`src/rtl/telemetry_ingress_arbiter.sv`:
```
// Round-robin ingress arbiter for the telemetry backpressure queue, with congestion throttle and drain stop.
// Define TELEM_ARB_STARVE_GUARD_EN to build the low-priority starvation guard.
module telemetry_ingress_arbiter #(
    parameter int  N_REQ        = 4,
    parameter int  DATA_W       = 8,
    parameter int  LEVEL_W      = 8,
    parameter int  HI_THRESH    = 192,
    parameter int  LO_THRESH    = 64,
    parameter int  STARVE_LIMIT = 15,
    localparam int SRC_W        = $clog2(N_REQ)
) (
    input  logic                      clk,
    input  logic                      rst_n,
    input  logic [N_REQ-1:0]          req_valid_i,
    input  logic [N_REQ*DATA_W-1:0]   req_data_i,
    input  logic [N_REQ-1:0]          req_pri_i,
    output logic [N_REQ-1:0]          req_ready_o,
    output logic                      out_valid_o,
    output logic [DATA_W-1:0]         out_data_o,
    output logic [SRC_W-1:0]          out_src_o,
    input  logic                      out_ready_i,
    input  logic [LEVEL_W-1:0]        queue_level_i,
    input  logic                      congestion_i,
    output logic                      throttle_o,
    output logic [1:0]                arb_state_o
);

    localparam logic [LEVEL_W-1:0] LEVEL_FULL = {LEVEL_W{1'b1}};
    localparam logic [LEVEL_W-1:0] HI_LVL     = LEVEL_W'(HI_THRESH);
    localparam logic [LEVEL_W-1:0] LO_LVL     = LEVEL_W'(LO_THRESH);

    if (N_REQ < 2 || N_REQ > 8 || LO_THRESH >= HI_THRESH || STARVE_LIMIT < 1) begin : g_bad_cfg
        $error("telemetry_ingress_arbiter: illegal parameter set");
    end

    // state       | meaning
    // ST_NORMAL   | all valid sources compete round-robin
    // ST_THROTTLE | only high-priority sources compete (plus starving ones when guarded)
    // ST_DRAIN    | queue saturated, no grants; held payload still drains
    typedef enum logic [1:0] {
        ST_NORMAL   = 2'b00,
        ST_THROTTLE = 2'b01,
        ST_DRAIN    = 2'b10
    } arb_state_e;

    arb_state_e              state_q, state_d;
    logic [SRC_W-1:0]        rr_ptr_q, rr_ptr_d;
    logic                    out_valid_q, out_valid_d;
    logic [DATA_W-1:0]       out_data_q, out_data_d;
    logic [SRC_W-1:0]        out_src_q, out_src_d;

    logic                    slot_free;
    logic [N_REQ-1:0]        eligible;
    logic [N_REQ-1:0]        starving;
    logic                    grant_any;
    logic [SRC_W-1:0]        grant_idx;
    logic [SRC_W-1:0]        cand;

    function automatic logic [SRC_W-1:0] wrap_idx(input int base, input int off);
        return SRC_W'((base + off) % N_REQ);
    endfunction

    assign slot_free = !out_valid_q || out_ready_i;

    always_ff @(posedge clk) begin
        if (!rst_n) begin
            state_q <= ST_NORMAL;
        end else begin
            state_q <= state_d;
        end
    end

    always_comb begin
        state_d = state_q;
        if (queue_level_i == LEVEL_FULL) begin
            state_d = ST_DRAIN;
        end else begin
            case (state_q)
                ST_NORMAL: begin
                    if (queue_level_i >= HI_LVL || congestion_i) state_d = ST_THROTTLE;
                end
                ST_THROTTLE: begin
                    if (queue_level_i <= LO_LVL && !congestion_i) state_d = ST_NORMAL;
                end
                ST_DRAIN: begin
                    if (queue_level_i < HI_LVL) state_d = ST_THROTTLE;
                end
                default: state_d = ST_NORMAL;
            endcase
        end
    end

    // A starving source overrides round-robin order; the descending loop leaves the lowest index.
    always_comb begin
        eligible  = '0;
        grant_any = 1'b0;
        grant_idx = '0;
        cand      = '0;
        case (state_q)
            ST_NORMAL:   eligible = req_valid_i;
            ST_THROTTLE: eligible = req_valid_i & req_pri_i;
            default:     eligible = '0;
        endcase
        if (rst_n && slot_free) begin
            for (int i = N_REQ - 1; i >= 0; i--) begin
                if (starving[i]) begin
                    grant_any = 1'b1;
                    grant_idx = SRC_W'(i);
                end
            end
            for (int k = 0; k < N_REQ; k++) begin
                cand = wrap_idx(int'(rr_ptr_q), k);
                if (!grant_any && eligible[cand]) begin
                    grant_any = 1'b1;
                    grant_idx = cand;
                end
            end
        end
    end

    always_comb begin
        req_ready_o = '0;
        if (grant_any) req_ready_o[grant_idx] = 1'b1;
    end

    always_comb begin
        out_valid_d = out_valid_q;
        out_data_d  = out_data_q;
        out_src_d   = out_src_q;
        rr_ptr_d    = rr_ptr_q;
        if (grant_any) begin
            out_valid_d = 1'b1;
            out_data_d  = req_data_i[int'(grant_idx)*DATA_W +: DATA_W];
            out_src_d   = grant_idx;
            rr_ptr_d    = wrap_idx(int'(grant_idx), 1);
        end else if (out_ready_i) begin
            out_valid_d = 1'b0;
        end
    end

    always_ff @(posedge clk) begin
        if (!rst_n) begin
            rr_ptr_q    <= '0;
            out_valid_q <= 1'b0;
            out_data_q  <= '0;
            out_src_q   <= '0;
        end else begin
            rr_ptr_q    <= rr_ptr_d;
            out_valid_q <= out_valid_d;
            out_data_q  <= out_data_d;
            out_src_q   <= out_src_d;
        end
    end

`ifdef TELEM_ARB_STARVE_GUARD_EN
    localparam int               CNT_W   = $clog2(STARVE_LIMIT + 1);
    localparam logic [CNT_W-1:0] CNT_MAX = CNT_W'(STARVE_LIMIT);

    logic [CNT_W-1:0] starve_cnt_q [N_REQ];
    logic [CNT_W-1:0] starve_cnt_d [N_REQ];

    always_comb begin
        for (int i = 0; i < N_REQ; i++) begin
            starving[i] = (state_q == ST_THROTTLE) && req_valid_i[i] && !req_pri_i[i]
                          && (starve_cnt_q[i] == CNT_MAX);
        end
    end

    // Counters saturate at the limit and hold through DRAIN.
    always_comb begin
        for (int i = 0; i < N_REQ; i++) begin
            starve_cnt_d[i] = starve_cnt_q[i];
            if (state_q == ST_NORMAL || !req_valid_i[i] || req_pri_i[i]
                || (grant_any && grant_idx == SRC_W'(i))) begin
                starve_cnt_d[i] = '0;
            end else if (state_q == ST_THROTTLE && starve_cnt_q[i] != CNT_MAX) begin
                starve_cnt_d[i] = starve_cnt_q[i] + CNT_W'(1);
            end
        end
    end

    always_ff @(posedge clk) begin
        for (int i = 0; i < N_REQ; i++) begin
            if (!rst_n) begin
                starve_cnt_q[i] <= '0;
            end else begin
                starve_cnt_q[i] <= starve_cnt_d[i];
            end
        end
    end
`else
    assign starving = '0;
`endif

    assign out_valid_o = out_valid_q;
    assign out_data_o  = out_data_q;
    assign out_src_o   = out_src_q;
    assign arb_state_o = state_q;
    assign throttle_o  = congestion_i || (rst_n && state_q != ST_NORMAL);

endmodule
```
`config.mk`:
```
export PLATFORM = sky130hd
export DESIGN_NAME = telemetry_ingress_arbiter
export DESIGN_NICKNAME = d
export VERILOG_FILES = /design/src/rtl/telemetry_ingress_arbiter.sv
export SDC_FILE = /design/constraint.sdc
export NUM_CORES = 1
export LEC_CHECK = 0
export ABC_AREA = 1
export CORE_UTILIZATION = 44
export CTS_CLUSTER_SIZE = 25
export DETAILED_ROUTE_END_ITERATION = 6
export PLACE_DENSITY_LB_ADDON = 0.1
export SYNTH_ARGS = -nofsm -noshare
export SYNTH_HDL_FRONTEND = slang
export SYNTH_SLANG_ARGS = --single-unit
```
`constraint.sdc`:
```
create_clock -name clk -period 4.65 [get_ports clk]
set_input_delay 1.1625 -clock clk [delete_from_list [all_inputs] [get_ports clk]]
set_output_delay 1.1625 -clock clk [all_outputs]
set_load 0.05 [all_outputs]
```
==> results of run 1 <==
registers in the layout, indices dropped and copies added, names as in the netlist:
signal,count
arb_state_o,2
rr_ptr_q,2
out_src_o,2
out_valid_o,1
out_data_o,8
worst reg2reg max path, stage by stage, from the launching register on:
cell and delay, ns:
dfxtp_1 0.66, inv_2 0.13, nand3_1 0.15, nand3_1 0.08, nand2_1 0.14, nand3_4 0.10
nor2_1 0.11, nor2_1 0.05, nand2_1 0.09, inv_2 0.10, ha_1 0.30, o21ai_0 0.17
a21oi_1 0.06
path summary, 6_finish.rpt:
kind	end	depth (start not counted)	startpoint	slack, ns
setup reg to reg	rr_ptr_q[1]$_SDFFE_PN0P_	12	rr_ptr_q[0]$_SDFFE_PN0P_	2.42
hold / removal	out_src_o[1]$_SDFFE_PN0P_	2	out_src_o[1]$_SDFFE_PN0P_	0.47
hold reg to reg	out_src_o[1]$_SDFFE_PN0P_	2	out_src_o[1]$_SDFFE_PN0P_	0.47
setup / recovery	req_ready_o[2]	16	req_valid_i[3]	0.31
cells by family after synthesis:
logic type | after synthesis | synth area share
AND/OR/NAND/NOR | 153 | 0.5081
XOR/XNOR | 2 | 0.02473
adder cells (fa/ha/maj) | 4 | 0.03410
buffers and inverters | 60 | 0.1858
AO/OA/AOI/OAI | 10 | 0.04263
flip-flops | 15 | 0.2046
report_power, final:
part / internal [µW] / switching (µW) / total [µW] / leakage (µW)
registers: 174 / 46.5 / 220 / 0.000125
clock network: 33.3 / 44.0 / 77.3 / 0.0000150
logic: 310 / 547 / 856 / 0.000990
total: 517 / 637 / 1150 / 0.00113
metal layers:
| layer | share of wire | global-route usage |
|---|---|---|
| met3 | 0.071 | 0.03896 |
| met2 | 0.50 | 0.3952 |
| met4 | 0.012 | 0.07973 |
| met1 | 0.42 | 0.2530 |
| met5 | 0 | 0 |
synth_stat cells (2+ instances only):
cell     instances
nand2_1         64
nor2_4           2
nand4_1          5
nand3_2          5
ha_1             4
inv_1           47
o21ai_0          3
nand2_2          2
buf_6            5
buf_4            2
dfxtp_1         15
buf_2            2
a21oi_1          3
nand3_1         55
inv_2            3
nand2_4          3
nor2_1          15
cells in the final DEF (no fill, tap or decap):
cell type         n
a21oi_2           1
nand3_1          55
xnor2_1           1
nand2_4           3
a211oi_1          1
inv_2             3
clkbuf_1          1
nand2_2           2
nand4_1           5
nand3_4           1
inv_1            47
nor2_1           15
buf_4             8
dfxtp_1          15
o31ai_1           1
o21ai_0           3
nand3_2           5
nor4_1            1
a21oi_1           3
xor2_4            1
nor2_4            2
nand2_1          64
clkbuf_4          3
ha_1              4
o21ai_2           1
clkdlybuf4s50_1  64
buf_12            2
cell type report:
class / instances / area, µm² / share of cell area
well taps: 44 / 55.05 / 0.02497
inverters: 50 / 187.7 / 0.08513
multi-input cells: 169 / 894.6 / 0.4058
repair buffers: 74 / 740.7 / 0.3360
clock buffers: 4 / 26.28 / 0.01192
flip-flops and latches: 15 / 300.3 / 0.1362
stage by stage:
stage	hold slack [ns]	worst slack [ns]
after floorplan	0.6003	0.4573
after global placement	0.4466	0.3421
after detailed placement	0.4527	0.2923
after CTS	0.4713	0.2857
after global routing	0.4996	0.05580
final	0.4673	0.3077
==> reports/summary.txt, run 1 <==
DIE WIDTH: 59.76 µm
via count: 1670
cell mode on critical path: nand2_1
Root Buffer: clkbuf_4
Yosys reg bits: 15
Slew @ Worst Pin: 0.5240 ns
Worst setup SP type: primary input
syn nets: 300
port bufs: 69
CP Cell Sequence: clkdlybuf4s50_1 > inv_1 > nor2_1 > nand3_1 > nand2_1 > nand2_1 > nand2_1 > nand2_1 > nand3_1 > nand2_4 > nand2_4 > buf_4 > ha_1 > inv_1 > nor2_1 > buf_4
# DRC: 0
Seq/Total Area, Yosys: 0.2046
H-tree Lvls: 1
RSZ-0062 raised after global routing: false
Worst path slowest cell: clkdlybuf4s50_1
synthesized area per cell: 6.015 µm²
Required @ worst endpoint: 3.49 ns
critical-path maximum fanout: 19
Async SR Flop Fraction: 0
die area: 3571 µm²
ANT cells: 0
static leakage: 0.001130 µW
routability cong.: 0.8912
Layout area overhead: 50.21%
post-DP HPWL: 2.838 mm
Avg WL per Cell: 9.961 µm
Worst-path clk slew: 0.09 ns
status: complete, no violations
type of the worst setup path: primary input to output pin
GRT Resource Usage Total: 0.2181
CTS tree: done
Final Routed Wirelength: 3.546 mm
fraction of layout cells with a size suffix above 1: 0.1026
Final Hold Vio Count: 0
sum of negative setup slack: 0 ns
Synth area leaders: dfxtp_1 (20%), nand3_1 (19%), nand2_1 (16%)
Fill cells: 302
Main synth FF type: dfxtp_1
fin. max-slew vios: 0
Mapped Area: 1468 µm²
design area: 2205 µm²
row count: 20
I/O pin cnt: 70
biggest cell delay along the critical path: 0.46 ns
Ys Warns: 0
Peak supply drop: 0.0003614 V
Die Y: 59.76 µm
Synth area leader: dfxtp_1
CP arrival: 3.18 ns
first drt pass iteration count: 4
Synth cell types: 26
total gr overflow: 0
clock latency on the worst-skew pair: 0.29 ns
placed cell areas: 2178 µm²
Final nets: 369
worst path bufs/invs: 5
DR vias/cell: 4.691
Core ar.: 3103 µm²
fmax: 230.3 MHz
post-route minimum period: 4.342 ns
Cells after Synth: 244
Cell Count Post-Placement: 352
HP Class: register to register
CP Capture Type: output pin
vias in the first global route: 1510
clk sink count: 15
CTS Hold Bufs: 0
Final period util: 0.9338
Starting DRT DRC Count: 65
TritonCTS buffer count: 3
Pwr Total: 1154 µW
CP delay by family, top: buffers and inverters
Post-synth EDFFs: 0
Finish-stage setup viols: 0
post-CTS setup buffer count: 0
Synth top area share: 0.2046
clock buffer depth: 2
largest net degree at the start of global routing: 28
Max Cap Viol: 0
non-filler cells, final: 356
slew margin rel.: 0.6502
Final Util: 0.7105
Pwr Density: 523.3 nW/µm²
Routed Antenna Nets: 0
Post-CTS Resized: 0
Layout Skew: 0.006239 ns
first-pass GRT wire length: 6.051 mm
Initial Util: 0.4730
initial antenna violation count: 0
Note: power is estimated with default switching activity, not from simulation.
==> run 2, diff against run 1 <==
Settings changed: GPL_TIMING_DRIVEN set to 0.
==> run 2 against run 1 <==
  * Sequential share of layout area down 0.28 points
  * Final cell count increased by 2.0%
  * Design area rose by 2.1%
  * Via count up 3.6%
  * Flip-flop and latch count stayed put
  * Worst hold slack better by 0.0088 ns
  * Core utilization is 1.5 points higher
  * Clock power grew 0.8%
==> reports/summary.txt, run 2 (synthesis gave the netlist of run 1 again) <==
status: complete, no violations
HP Class: register to register
Placement Setup Slack: -0.4398 ns (-0.7321 ns)
routability cong.: 0.8322 (-6.6%)
DR vias/cell: 4.766 (+1.6%)
# DRC: 0 (unchanged)
H-tree Lvls: 1 (unchanged)
clk sink count: 15 (unchanged)
most common cell after layout, fill and taps aside: clkdlybuf4s50_1
Initial Util: 0.4730 (unchanged)
first drt pass iteration count: 4 (unchanged)
post-DP HPWL: 2.975 mm (+4.9%)
Fill cells: 305 (+0.99%)
fraction of layout cells with a size suffix above 1: 0.1223 (+0.01969)
Final Hold Vio Count: 0 (unchanged)
Worst setup SP type: primary input
row count: 20 (unchanged)
Finish-stage setup viols: 0 (unchanged)
first-pass GRT wire length: 6.065 mm (+0.23%)
Peak supply drop: 0.0002608 V (-28%)
DIE WIDTH: 59.76 µm (unchanged)
worst path bufs/invs: 6 (+1)
vias in the first global route: 1529 (+1.3%)
max FFs per register: 8 (unchanged)
Layout Skew: 0.01173 ns (+0.005487 ns)
initial antenna violation count: 0 (unchanged)
area occupied by multi-input gates: 902.1 µm² (+0.84%)
die area: 3571 µm² (unchanged)
port bufs: 69 (unchanged)
Avg WL per Cell: 10.36 µm (+4.0%)
CTS tree: done
CP Cell Sequence: clkdlybuf4s50_1 > inv_1 > nor2_1 > nand3_1 > nand3_2 > nand2_4 > nand2_1 > nand3_1 > nand2_4 > nand2_4 > buf_6 > inv_1 > ha_1 > inv_1 > nor2_1 > buf_4
CP Capture Type: output pin
Final Routed Wirelength: 3.761 mm (+6.1%)
CP delay by family, top: buffers and inverters
fmax: 224.8 MHz (-2.4%)
Worst-path clk slew: 0.10 ns (about the same)
storage element area: 300.3 µm² (unchanged)
Layout area overhead: 53.37%
r2r worst-path depth: 13 (+1)
Routed Antenna Nets: 0 (unchanged)
CP arrival: 3.29 ns (+0.11 ns)
fin worst setup slack: 0.2008 ns (-0.1068 ns)
critical-path maximum fanout: 11 (-8)
clock buffer depth: 2 (unchanged)
Hold Worst Slack: 0.4762 ns (+0.008849 ns)
GRT Resource Usage Total: 0.2210 (+0.002961)
post-route minimum period: 4.449 ns (+0.1068 ns)
Required @ worst endpoint: 3.49 ns (about the same)
ANT cells: 0 (unchanged)
Starting DRT DRC Count: 68 (+4.6%)
static leakage: 0.001159 µW (+2.6%)
Die Y: 59.76 µm (unchanged)
Root Buffer: clkbuf_4
Worst path depth: 16 (unchanged)
Final nets: 376 (+1.9%)
Max Cap Viol: 0 (unchanged)
largest net degree at the start of global routing: 12 (-57%)
leading cell types in the layout, fill and taps excluded: clkdlybuf4s50_1 (65), nand2_1 (63), nand3_1 (54)
Final Util: 0.7254 (+0.01492)
hold-critical path depth: 2 (unchanged)
TritonCTS buffer count: 3 (unchanged)
via count: 1730 (+3.6%)
total gr overflow: 0 (unchanged)
biggest cell delay along the critical path: 0.46 ns (about the same)
Core ar.: 3103 µm² (unchanged)
Worst path slowest cell: clkdlybuf4s50_1
type of the worst setup path: primary input to output pin
Final period util: 0.9568 (+0.02297)
clock latency on the worst-skew pair: 0.29 ns (about the same)
Slew @ Worst Pin: 0.5125 ns (-0.01151 ns)
I/O pin cnt: 70 (unchanged)
slew margin rel.: 0.6572 (+0.007078)
fin. max-slew vios: 0 (unchanged)
Pwr Density: 544.9 nW/µm² (+4.1%)
-- run 2: changes by cell type in the layout (fill, tap and decap cells not counted), sizes merged --
cell and delta:
clkbuf +1, buf +5, clkdlybuf4s50 +1
-- run 2: final timing paths --
path	to	start	slack, ns
max reg2reg	rr_ptr_q[1]$_SDFFE_PN0P_	arb_state_o[1]$_SDFFE_PN0P_	2.51
min reg2reg	out_data_o[5]$_SDFFE_PN0P_	out_data_o[5]$_SDFFE_PN0P_	0.48
max	req_ready_o[3]	req_valid_i[3]	0.20
min	out_data_o[5]$_SDFFE_PN0P_	out_data_o[5]$_SDFFE_PN0P_	0.48
-- run 2: repair_timing --
item	4_1_cts	5_1_grt
endpoints found under the hold margin	0	0
buffers inserted	0	2
gates resized for setup	12	15
hold buffers	0	0
pin swaps	0	2
setup endpoints to repair	4	4
-- run 2: power by group --
group	leakage (µW)	total, µW	switching (µW)	internal, µW
combinational	0.00102	951	600	351
clock	0.0000150	77.9	44.5	33.4
sequential	0.000125	197	23.7	174
total	0.00116	1230	668	558
-- run 2: cell type report --
| class | count | share of cell area |
|---|---|---|
| multi-input cells | 169 | 0.4008 |
| repair buffers | 71 | 0.3085 |
| flip-flops and latches | 15 | 0.1334 |
| inverters | 50 | 0.08338 |
| plain buffers | 10 | 0.03780 |
| well taps | 44 | 0.02446 |
| clock buffers | 4 | 0.01167 |
-- run 2: tightest hold or removal path: stages, from the launching register on --
cell	delay, ns
dfxtp_1	0.32
nand3_1	0.07
nand2_1	0.05
-- run 2: metal layers --
metal  global-route usage  routed length [µm]
met2               0.4111                1854
met4              0.08306                  50
met1               0.2523                1645
met5                    0                   0
met3              0.03030                 211
-- run 2: through the flow --
| step | total power (µW) | std cells | setup TNS (ns) | area, µm² |
|---|---|---|---|---|
| global route | 1323 | 363 | -0.01644 | 2251 |
| detailed placement | 1126 | 357 | -1.572 | 2213 |
| global placement | 1114 | 357 | -1.358 | 2213 |
| CTS | 1200 | 361 | 0 | 2245 |
| finish | 1227 | 363 | 0 | 2251 |
| floorplan | 887.9 | 244 | 0 | 1468 |
